--- config.mk ---
export PLATFORM = sky130hd
export DESIGN_NAME = spmv_vec_fetch
export DESIGN_NICKNAME = d
export VERILOG_FILES = /design/src/rtl/spmv_vec_fetch.sv
export SDC_FILE = /design/constraint.sdc
export NUM_CORES = 1
export LEC_CHECK = 0
export ABC_AREA = 1
export BUFFER_PORTS_ARGS = -buffer_cell sky130_fd_sc_hd__clkbuf_2
export CORE_MARGIN = 2
export CORE_UTILIZATION = 45
export CTS_CLUSTER_SIZE = 16
export DETAILED_ROUTE_END_ITERATION = 16
export GPL_TIMING_DRIVEN = 0
export SYNTH_ARGS = -nofsm -noshare
export SYNTH_HDL_FRONTEND = slang
export SYNTH_SLANG_ARGS = --single-unit
--- constraint.sdc ---
create_clock -name clk -period 3.7 [get_ports clk]
set_input_delay 0.555 -clock clk [delete_from_list [all_inputs] [get_ports clk]]
set_output_delay 0.555 -clock clk [all_outputs]
set_load 0.03 [all_outputs]
--- src/rtl/spmv_vec_fetch.sv ---
// Command-driven sequential vector reader: one single-beat 32-bit AXI read per element,
// credit-limited against an internal R FIFO, re-emitted in order as an AXI-Stream with tlast.
//
//   state   | meaning
//   --------+-------------------------------------------------------------
//   S_IDLE  | cmd_ready=1, waiting for a command
//   S_RUN   | issuing AR requests, stream drains concurrently
//   S_DRAIN | all ARs accepted, waiting for the tlast beat to leave
module spmv_vec_fetch #(
    parameter int ADDR_WIDTH      = 48,
    parameter int DATA_WIDTH      = 32,
    parameter int ID_WIDTH        = 1,
    parameter int CNT_WIDTH       = 32,
    parameter int MAX_OUTSTANDING = 8
) (
    input  logic                  clk,
    input  logic                  rst,

    input  logic                  cmd_valid,
    output logic                  cmd_ready,
    input  logic [ADDR_WIDTH-1:0] cmd_addr,
    input  logic [CNT_WIDTH-1:0]  cmd_count,

    output logic [ID_WIDTH-1:0]   m_axi_arid,
    output logic [ADDR_WIDTH-1:0] m_axi_araddr,
    output logic [7:0]            m_axi_arlen,
    output logic [2:0]            m_axi_arsize,
    output logic [1:0]            m_axi_arburst,
    output logic                  m_axi_arvalid,
    input  logic                  m_axi_arready,
    input  logic [DATA_WIDTH-1:0] m_axi_rdata,
    input  logic [1:0]            m_axi_rresp,
    input  logic                  m_axi_rlast,
    input  logic                  m_axi_rvalid,
    output logic                  m_axi_rready,

    output logic [DATA_WIDTH-1:0] m_axis_tdata,
    output logic                  m_axis_tvalid,
    input  logic                  m_axis_tready,
    output logic                  m_axis_tlast,

    output logic                  busy,
    output logic                  done,
    output logic                  rresp_err
);

    localparam int PTR_W = $clog2(MAX_OUTSTANDING);
    localparam int CRW   = PTR_W + 1;
    localparam logic [CRW-1:0] MAX_CR = CRW'(MAX_OUTSTANDING);

    typedef enum logic [1:0] {S_IDLE, S_RUN, S_DRAIN} state_t;

    state_t               state;
    logic [CNT_WIDTH-1:0] count_r;
    logic [CNT_WIDTH-1:0] issued;
    logic [CNT_WIDTH-1:0] received;
    logic [CRW-1:0]       credit;

    logic [DATA_WIDTH:0]  fifo_mem [MAX_OUTSTANDING];
    logic [PTR_W-1:0]     wr_ptr;
    logic [PTR_W-1:0]     rd_ptr;
    logic [CRW-1:0]       fifo_cnt;

    logic                 cmd_hs;
    logic                 ar_hs;
    logic                 r_wr;
    logic                 pop;
    logic                 last_pop;
    logic [CNT_WIDTH-1:0] issued_next;
    logic [CRW-1:0]       credit_next;
    logic                 can_issue;
    logic                 r_last_flag;
    logic                 unused_rlast;

    assign m_axi_arid    = '0;
    assign m_axi_arlen   = 8'd0;
    assign m_axi_arsize  = 3'b010;
    assign m_axi_arburst = 2'b01;
    // Credits reserve a FIFO slot for every outstanding AR, so R never needs backpressure.
    assign m_axi_rready  = 1'b1;
    assign unused_rlast  = m_axi_rlast;

    assign cmd_hs   = cmd_valid & cmd_ready;
    assign ar_hs    = m_axi_arvalid & m_axi_arready;
    assign r_wr     = m_axi_rvalid;
    assign pop      = m_axis_tvalid & m_axis_tready;
    assign last_pop = pop & m_axis_tlast;

    assign m_axis_tvalid = (fifo_cnt != '0);
    assign m_axis_tdata  = fifo_mem[rd_ptr][DATA_WIDTH:1];
    assign m_axis_tlast  = m_axis_tvalid & fifo_mem[rd_ptr][0];

    assign r_last_flag = (received == count_r - CNT_WIDTH'(1));

    always_comb begin
        issued_next = issued;
        credit_next = credit;
        if (ar_hs) begin
            issued_next = issued + CNT_WIDTH'(1);
        end
        if (ar_hs && !pop) begin
            credit_next = credit + CRW'(1);
        end else if (!ar_hs && pop) begin
            credit_next = credit - CRW'(1);
        end
        can_issue = (state == S_RUN) && (issued_next < count_r) && (credit_next < MAX_CR);
    end

    always_ff @(posedge clk) begin
        if (rst) begin
            state         <= S_IDLE;
            cmd_ready     <= 1'b0;
            count_r       <= '0;
            issued        <= '0;
            received      <= '0;
            credit        <= '0;
            m_axi_araddr  <= '0;
            m_axi_arvalid <= 1'b0;
            busy          <= 1'b0;
            done          <= 1'b0;
            rresp_err     <= 1'b0;
        end else begin
            done   <= 1'b0;
            credit <= credit_next;
            if (ar_hs) begin
                issued       <= issued_next;
                m_axi_araddr <= m_axi_araddr + ADDR_WIDTH'(4);
            end
            if (r_wr) begin
                received <= received + CNT_WIDTH'(1);
                if (m_axi_rresp != 2'b00) begin
                    rresp_err <= 1'b1;
                end
            end

            case (state)
                S_IDLE: begin
                    cmd_ready <= 1'b1;
                    if (cmd_hs) begin
                        count_r      <= cmd_count;
                        issued       <= '0;
                        received     <= '0;
                        m_axi_araddr <= cmd_addr;
                        if (cmd_count == '0) begin
                            done <= 1'b1;
                        end else begin
                            state         <= S_RUN;
                            busy          <= 1'b1;
                            cmd_ready     <= 1'b0;
                            m_axi_arvalid <= 1'b1;
                        end
                    end
                end
                S_RUN: begin
                    // Hold arvalid/araddr until accepted; otherwise re-evaluate credit.
                    if (!m_axi_arvalid || m_axi_arready) begin
                        m_axi_arvalid <= can_issue;
                    end
                    if (ar_hs && (issued_next == count_r)) begin
                        state <= S_DRAIN;
                    end
                end
                S_DRAIN: begin
                    m_axi_arvalid <= 1'b0;
                    if (last_pop) begin
                        state     <= S_IDLE;
                        busy      <= 1'b0;
                        done      <= 1'b1;
                        cmd_ready <= 1'b1;
                    end
                end
                default: begin
                    state <= S_IDLE;
                end
            endcase
        end
    end

    always_ff @(posedge clk) begin
        if (rst) begin
            wr_ptr   <= '0;
            rd_ptr   <= '0;
            fifo_cnt <= '0;
        end else begin
            if (r_wr) begin
                wr_ptr <= wr_ptr + PTR_W'(1);
            end
            if (pop) begin
                rd_ptr <= rd_ptr + PTR_W'(1);
            end
            if (r_wr && !pop) begin
                fifo_cnt <= fifo_cnt + CRW'(1);
            end else if (!r_wr && pop) begin
                fifo_cnt <= fifo_cnt - CRW'(1);
            end
        end
    end

    always_ff @(posedge clk) begin
        if (r_wr) begin
            fifo_mem[wr_ptr] <= {m_axi_rdata, r_last_flag};
        end
    end

endmodule

; ---- Yosys cells after proc, flatten, opt, wreduce, memory -nomap -nowiden
; Memory sizes are Yosys's and may differ from the RTL's. A register that Yosys moved wholly into a read port is not among the register bits.
; Index checks and enable logic that the tools add are counted.
[totals]
register_bits = 165
mem_bits_rw = 264
wordCells = 102
n_memories = 1
[op_classes]
add_sub_neg = 10
order_cmp = 2
eq_ne = 9
mux = 36
bitwise_logic = 5
reduce_logical = 25
[mem_list]
columns = memory, words, width, rd, rd_clocked_by_memory_dff, wr, line_no
row1 = fifo_mem, 8, 33, 1, 1, 1, 59  ; logic [DATA_WIDTH:0] fifo_mem [MAX_OUTSTANDING];
[op_table]
columns = cell, n
row1 = $mux 32, 7
row2 = $mux 48, 3
row3 = $add 32x1->32 const B, 2
row4 = $eq 32x32->1, 2
row5 = $add 48x3->48 const B, 1
row6 = $logic_not 32->1, 1
row7 = $lt 32x32->1, 1
row8 = $sub 32x1->32 const B, 1
row9 = $mux 4, 4
row10 = $reduce_and 4->1, 3
row11 = $mux 1, 11
row12 = $add 4x1->4 const B, 2
row13 = $mux 2, 4
row14 = $sub 4x1->4 const B, 2
row15 = $logic_and 1x1->1, 7
row16 = $add 3x1->3 const B, 2
row17 = $mux 3, 2
row18 = $ne 2x2->1 const B, 3
row19 = $pmux 1 s2, 3
row20 = $pmux 2 s3, 1
row21 = $reduce_and 2->1, 3
row22 = $reduce_bool 2->1, 3
row23 = $and 1x1->1, 5
row24 = $logic_not 1->1, 4
row25 = 9 further kinds, 10

; ---- Depth between registers and ports, before layout
; Gate-level depths: netlist of the first run.
[depth]
ltp_word = 9
mapped_depth = 19
depth_no_buf = 19

; ---- Least setup slack after synthesis of the first run
; No wires, ideal clock.
[synth_timing]
path_kind = input port to flip-flop
start = input m_axi_rvalid
end = memory fifo_mem[0][0] in the netlist's numbering (enable)
arrival_time_ns = 2.700
required_time_ns = 3.277
setup_slack_ns = 0.576
path_stages = 5
cell_sequence = buf_2 -> inv_1 -> clkbuf_1 -> or2_2 -> nor2_1
[synth_via]
elab_chain_len = 2
[synth_rtl]
columns = element, line_no
row1 = "start, declared", 34  ; input logic m_axi_rvalid,
row2 = $mux 1, 200  ; if (r_wr) begin
row3 = $mux 1 (implied by the code), 201  ; fifo_mem[wr_ptr] <= {m_axi_rdata, r_last_flag};
row4 = "end, declared", 59
; Every way passes these cells.

==> results.md, run 1 <==
- Status: complete, no violations
- Min-delay worst type: primary input to flop
- Post-synthesis async set-or-reset flop share: 0%
- Clock slew at reported path FFs: 0.06 ns
- Wire length on met3: 3.633 mm
- Arr. time, crit path: 3.00 ns
- Clock Skews: 0.01494 ns
- Pin count of the biggest net entering global routing: 25
- Post-synth EDFFs: 264
- Port bufs: 206
- Die X: 219.6 microns
- DR WL/cell: 18.11 microns
- Die Span Y: 219.6 microns
- Highest Signal Layer: met5
- RSZ-0062 raised after global routing: no
- Power Density: 589.2 mW/mm^2
- CP Data Required Time: 3.14 ns
- Drt drc: 0
- Final ANT Viol Nets: 0
- FF+latch area: 0.01129 sq mm
- Worst R2R Start: m_axi_arvalid
- #FFs+latches synth: 432
- Final RePlAce weighted congestion: 0.9599
- Simple-Gate Fraction of Synth Area: 21.50%
- Synth top area cells: edfxtp_1, dfxtp_1, nor2_1, nand2_1, o21ai_0
- CP endpoint: m_axis_tdata[27]
- CTS Hold Bufs: 0
- FF-to-FF End: state[1]
- Crit path max fanout: 10
- Yosys top cell area share: 37.91%
- Wl on met1: 26.62 mm
- Fin. max-slew vios: 0
- Peak Freq: 0.2811 GHz
- Total Routing Usage GR: 24.65%
- Final HPWL DP: 44.42 mm
- Worst skew pair latency: 0.59 ns
- VDD IR max: 0.3593 mV
- Complex-gate fraction of the synthesized area: 11.34%
- Via-per-instance ratio: 5.265
- Row cnt: 78
- Final Cell Area: 0.02459 sq mm
- Root buffer cell: clkbuf_16
- Sequential area share after synthesis: 53.99%
- H-tree depth: 2
- Syn Area/Cell: 8.753 sq um
- Max-cap violation count: 0
- Mux share of post-synthesis cell area: 0.04787%
- Synth Area in Adders: 2.788%
- DRT iter0 DRCs: 1253
- DR pass1 iterations: 5
- Static Leak: 9.729 nW
- Routed WL: 59.83 mm
- Number of distinct library cells after synthesis: 53
- Fillers: 4207
- First-pass GRT wire length: 91.72 mm
- Top Ports: 223
- Flop-to-flop setup slack: 0.39 ns
- Clock Path Buffers: 3
- Power Total: 14.49 mW
- Layout cells sized above 1: 14.03%
- Multi-input gate area: 0.008439 sq mm
- Total grt overflow: 0
- Vias: 17390
- Setup violators final: 0
- Mapped Cells: 2389
- Hold path start: cmd_addr[1]
- Final period util: 96.14%
- Core area: 0.04558 sq mm
- Register-to-Register Path Depth: 18
- Setup Fix Bufs, Post-CTS: 0
- Die area: 0.04821 sq mm
- Predominant post-synthesis flop cell: edfxtp_1
- Hold Fails Final Rpt: 0
- Area grow syn2layout: 17.58%
- Post-synthesis xor/xnor area fraction: 4.123%
- Placed Area: 0.02298 sq mm
- Final #Nets: 2832
- Synth Cell Area: 0.02091 sq mm
- Type of destination of the critical path: primary output
- Synth area leader: edfxtp_1
- CTS tree: done
- Synth Warn #: 0
- Cts bufs inserted: 47
- DR WL met2: 27.74 mm
- Largest family of logic cells by synthesized area: simple AND/OR/NAND/NOR gates
- Worst-margin pin slew: 0.7699 ns
- Initial Util: 45.88%
- Min Tclk post-route: 3.557 ns
- Worst Setup Path Type: flop to primary output
- CTS sink cnt: 432
- Antenna violations before repair: 4
- Worst relative slew slack: 48.67%
- Vias in the first global route: 16650
- Crit start category: flop
[metal layers]
metal / vias up / track usage, %
met5: - / 0
met4: 4 / 9.016
met3: 101 / 4.251
met2: 535 / 39.79
met1: 8132 / 33.38
li1: 8619 / -
[logic make-up (layout without fill, tap and decap cells)]
kind of cell / after synthesis / in the layout
compound gates: 444 / 444
flops: 432 / 432
other cells: 2 / 16
xor+xnor: 96 / 96
simple gates: 1048 / 1048
mux: 1 / 1
buf+inv: 320 / 620
fa+ha+maj: 46 / 46
[worst max-delay path, stage by stage (launching register included)]
cell	delay [ns]
dfxtp_1	0.32
clkbuf_1	0.34
buf_2	0.37
buf_2	0.30
buf_2	0.29
nor2_1	0.08
o22ai_1	0.15
nor2_1	0.07
a31oi_1	0.24
clkbuf_2	0.26
[timing repair]
item                       CTS  global route
resized for setup            1             6
setup endpoints to repair    4             9
pin swaps                    0             0
[flip-flops by register name, summed over array words and instances (netlist names), named ones only]
signal and cells:
cmd_ready 1, issued 32, fifo_mem 264, m_axi_arvalid 1
state 2, credit 4, busy 1, m_axi_araddr 48
count_r 32, received 32, wr_ptr 3, rd_ptr 3
done 1, fifo_cnt 4, rresp_err 1
[per-stage QoR]
step / util, % / worst slack (ns) / hold WS [ns] / std cells / setup TNS, ns
final: 53.95 / 0.1430 / 0.1928 / 3303 / 0
after global routing: 53.94 / 0.01708 / 0.2226 / 3302 / 0
after CTS: 53.93 / 0.01541 / 0.1760 / 3302 / 0
after detailed placement: 50.43 / 0.08901 / 0.4510 / 3216 / 0
after global placement: 49.90 / -1.113 / 0.4508 / 3208 / -198.94
after floorplan: - / 0.5765 / 0.4334 / 2402 / 0
[worst min path at each step]
stage                     cells after the start               to  slack (ns)
after floorplan                               2             flop        0.43
after global placement                        2        rresp_err        0.45
after detailed placement                      2        rresp_err        0.45
after CTS                                     3  m_axi_araddr[1]        0.18
after global routing                          3  m_axi_araddr[1]        0.22
final                                         3  m_axi_araddr[1]        0.19
[final cells by class]
cell class | count | area share (%)
tap | 600 | 3.053
sequential | 432 | 45.92
buffer | 104 | 1.974
clock buffer | 63 | 5.236
timing repair buffer | 214 | 4.936
clock inverter | 23 | 1.247
inverter | 216 | 3.298
multi-input combinational | 1650 | 34.32
antenna | 1 | 0.01018
[synthesized netlist by cell type (5+ instances only)]
cell      instances
nor2_1          466
nand2_1         335
edfxtp_1        264
o21ai_0         246
inv_1           210
dfxtp_1         168
a21oi_1         106
nand3_1          90
xor2_1           69
clkbuf_1         61
ha_1             45
nand4_1          43
nor3_1           42
a31oi_1          36
o22ai_1          32
xnor2_1          25
buf_2            17
buf_4            16
nor2_2           16
nor4_1           12
buf_1             9
and2_1            8
nand2_2           5
nand3b_1          5
nor3_2            5
o211ai_1          5
[layout by cell type, fill, tap and decap left out, types with 25 or more instances in the layout]
master / Yosys / final
a21oi_1: 106 / 106
a31oi_1: 36 / 36
clkbuf_1: 61 / 70
clkbuf_16: 0 / 48
clkbuf_2: 0 / 211
dfxtp_1: 168 / 168
edfxtp_1: 264 / 264
ha_1: 45 / 45
inv_1: 210 / 210
nand2_1: 335 / 335
nand3_1: 90 / 90
nand4_1: 43 / 43
nor2_1: 466 / 458
nor3_1: 42 / 42
o21ai_0: 246 / 246
o22ai_1: 32 / 32
xnor2_1: 25 / 25
xor2_1: 69 / 69
[power breakdown]
part / switching, mW / total [mW] / internal, mW
Clock: 1.98 / 4.86 / 2.88
Combinational: 2.84 / 4.02 / 1.19
Sequential: 0.239 / 5.60 / 5.36
Note: power is estimated with default switching activity, not from simulation.
==> run 2: changes to the inputs <==
--- a/config.mk
+++ b/config.mk
@@ -9,6 +9,7 @@
 export BUFFER_PORTS_ARGS = -buffer_cell sky130_fd_sc_hd__clkbuf_2
 export CORE_MARGIN = 2
 export CORE_UTILIZATION = 45
+export CTS_BUF_LIST = sky130_fd_sc_hd__clkbuf_2
 export CTS_CLUSTER_SIZE = 16
 export DETAILED_ROUTE_END_ITERATION = 16
 export GPL_TIMING_DRIVEN = 0
==> run 2 against run 1 <==
Effect of this change: cell count increased by 7.3%; highest routed layer is now met4; worst setup slack gained 0.012 ns; critical path depth is 2 lower; global-route usage increased by 0.85 points; via count is 6.2% higher; final area up 2.9%; die area is the same; sequential power barely moved; hold slack improved by 0.020 ns.
==> results.md, run 2 (same netlist as run 1, synthesis figures left out) <==
- Final period util: 95.82% (-0.32 points)
- Power Total: 13.04 mW (-10%)
- Net Sw Power: 5.184 mW (+2.5%)
- VDD IR max: 0.3128 mV (-13%)
- Flop-to-flop setup slack: 0.36 ns (-0.03 ns)
- Cts bufs inserted: 113 (+140%)
- Setup violators final: 0 (unchanged)
- Routed WL: 62.06 mm (+3.7%)
- Largest register FFs: 264 (unchanged)
- Total Routing Usage GR: 25.50% (+0.85 points)
- Type of destination of the critical path: primary output
- CP Data Required Time: 3.14 ns (about the same)
- Root buffer cell: clkbuf_2
- Peak Freq: 0.2821 GHz (+0.33%)
- Worst setup margin: 0.1548 ns (+0.01183 ns)
- Worst-margin pin slew: 0.7700 ns (+0.00007474 ns)
- Min Tclk post-route: 3.545 ns (-0.01183 ns)
- Hold_ws: 0.2125 ns (+0.01972 ns)
- Final HPWL DP: 44.42 mm (unchanged)
- Fin cells: 3543 (+7.3%)
- Worst skew pair latency: 1.18 ns (+0.59 ns)
- Power Density: 515.2 mW/mm^2 (-13%)
- Fin util: 55.52% (+1.6 points)
- Final Cell Area: 0.02530 sq mm (+2.9%)
- Cells after DPL: 3216 (unchanged)
- Sw frac: 39.77% (+4.9 points)
- Placed Area: 0.02298 sq mm (unchanged)
- First-pass GRT wire length: 95.16 mm (+3.7%)
- DR pass1 iterations: 5 (unchanged)
- Final #Nets: 3018 (+6.6%)
- Row cnt: 78 (unchanged)
- Crit path max fanout: 10 (unchanged)
- Via-per-instance ratio: 5.213 (-1.0%)
- Initial Util: 45.88% (unchanged)
- Static Leak: 10.26 nW (+5.5%)
- Die area: 0.04821 sq mm (unchanged)
- Pin count of the biggest net entering global routing: 25 (unchanged)
- Die Span Y: 219.6 microns (unchanged)
- FF-to-FF End: state[1]
- DR WL/cell: 17.52 microns (-3.3%)
- Most common cell after layout, fill and taps aside: nor2_1
- Top Ports: 223 (unchanged)
- Arr. time, crit path: 2.99 ns (about the same)
- Clock Path Buffers: 3 (unchanged)
- H-tree depth: 3 (+1)
- CTS sink cnt: 432 (unchanged)
- Vias: 18470 (+6.2%)
- Core area: 0.04558 sq mm (unchanged)
- RSZ-0062 raised after global routing: no
- Fin. max-slew vios: 0 (unchanged)
- Max-cap violation count: 0 (unchanged)
- Layout cells sized above 1: 17.11% (+3.1 points)
- Pint: 7.852 mW (-17%)
- Vias in the first global route: 17780 (+6.7%)
- Die X: 219.6 microns (unchanged)
- Drt drc: 0 (unchanged)
- Largest Register: fifo_mem
- Worst Setup Path Type: flop to primary output
- Place WS: 0.08901 ns (unchanged)
- Clock Skews: 0.1180 ns (+0.1031 ns)
- Commonest non-fill, non-tap cells in the layout: nor2_1, clkbuf_2, nand2_1
- Min-delay worst type: primary input to flop
- Final RePlAce weighted congestion: 0.9599 (unchanged)
- Hold path start: m_axi_rdata[6]
- Clk network pwr share: 24.8% (-8.8 points)
- Hold Path End: fifo_mem[6][7]
- CTS tree: done
- Status: complete, no violations
- DRT iter0 DRCs: 1297 (+3.5%)
- Area grow syn2layout: 21.01%
- Worst relative slew slack: 48.67% (about the same)
- Hold Path Depth: 2 (-1)
- Register-to-Register Path Depth: 18 (unchanged)
- Gate power share: 32.2% (+4.4 points)
- Crit start category: flop
- Clock slew at reported path FFs: 0.12 ns (+0.06 ns)
- Setup_tns: 0 ns (unchanged)
- Antenna violations before repair: 3 (-1)
- Final ANT Viol Nets: 0 (unchanged)
- Hold Fails Final Rpt: 0 (unchanged)
- Total grt overflow: 0 (unchanged)
- Regs by FF count: fifo_mem (264), m_axi_araddr (48)
- Port bufs: 206 (unchanged)
- Setup Fix Bufs, Post-CTS: 0 (unchanged)
- Worst R2R Start: m_axi_arvalid
- Seq pwr share: 43.0% (+4.3 points)
## run 2: cell count changes in the layout (fill, tap and decap cells not counted), moves of 5 or more
cell | before | now
bufinv_16 | 6 | 0
clkbuf_1 | 70 | 42
clkinv_1 | 7 | 39
clkbuf_2 | 211 | 370
buf_4 | 16 | 25
clkbuf_4 | 0 | 5
clkbuf_16 | 48 | 0
buf_1 | 7 | 2
dlygate4sd3_1 | 0 | 121
## run 2: how the worst max path moves through the flow
| stage | to |
|---|---|
| floorplan | fifo_mem[0][0] |
| global placement | fifo_mem[2][24] |
| detailed placement | state[1] |
| CTS | m_axis_tdata[26] |
| global route | m_axis_tdata[30] |
| finish | m_axis_tdata[3] |
## run 2: worst max-delay path, stage by stage (launching register included)
cell and delay (ns):
dfxtp_1 0.47, clkbuf_4 0.27, clkbuf_4 0.25, o21ai_0 0.12, o22ai_1 0.19, nor2_1 0.07
a31oi_1 0.28, clkbuf_2 0.27
## run 2: routing by layer
metal	vias to the layer above	global-route usage, %	wire (microns)
li1	9063	-	-
met3	107	4.790	4172
met4	0	9.664	1523
met5	-	0	0
met2	663	42.23	29480
met1	8635	33.22	26880
## run 2: cell type report
| cell class | count | area, sq um |
|---|---|---|
| inverter | 216 | 812.0 |
| clock buffer | 153 | 765.7 |
| antenna | 3 | 7.507 |
| buffer | 103 | 535.5 |
| clock inverter | 51 | 239.0 |
| timing repair buffer | 335 | 2437 |
| sequential | 432 | 11290 |
| fill | 4222 | 20270 |
| multi-input combinational | 1650 | 8464 |
| tap | 600 | 750.7 |
## run 2: timing repair
item                       CTS  global route
hold buffers               121             0
hold endpoints to repair   360             0
resized for setup           41            14
setup endpoints to repair   33            28
## run 2: power groups by stage
stage	sequential, mW	combinational [mW]	clock (mW)
6_report	5.60	4.20	3.24
4_1_cts	5.60	4.19	3.33
5_1_grt	5.64	4.64	3.58
3_5_place_dp	5.70	4.04	0
3_3_place_gp	5.70	3.95	0
2_1_floorplan	5.79	2.57	0
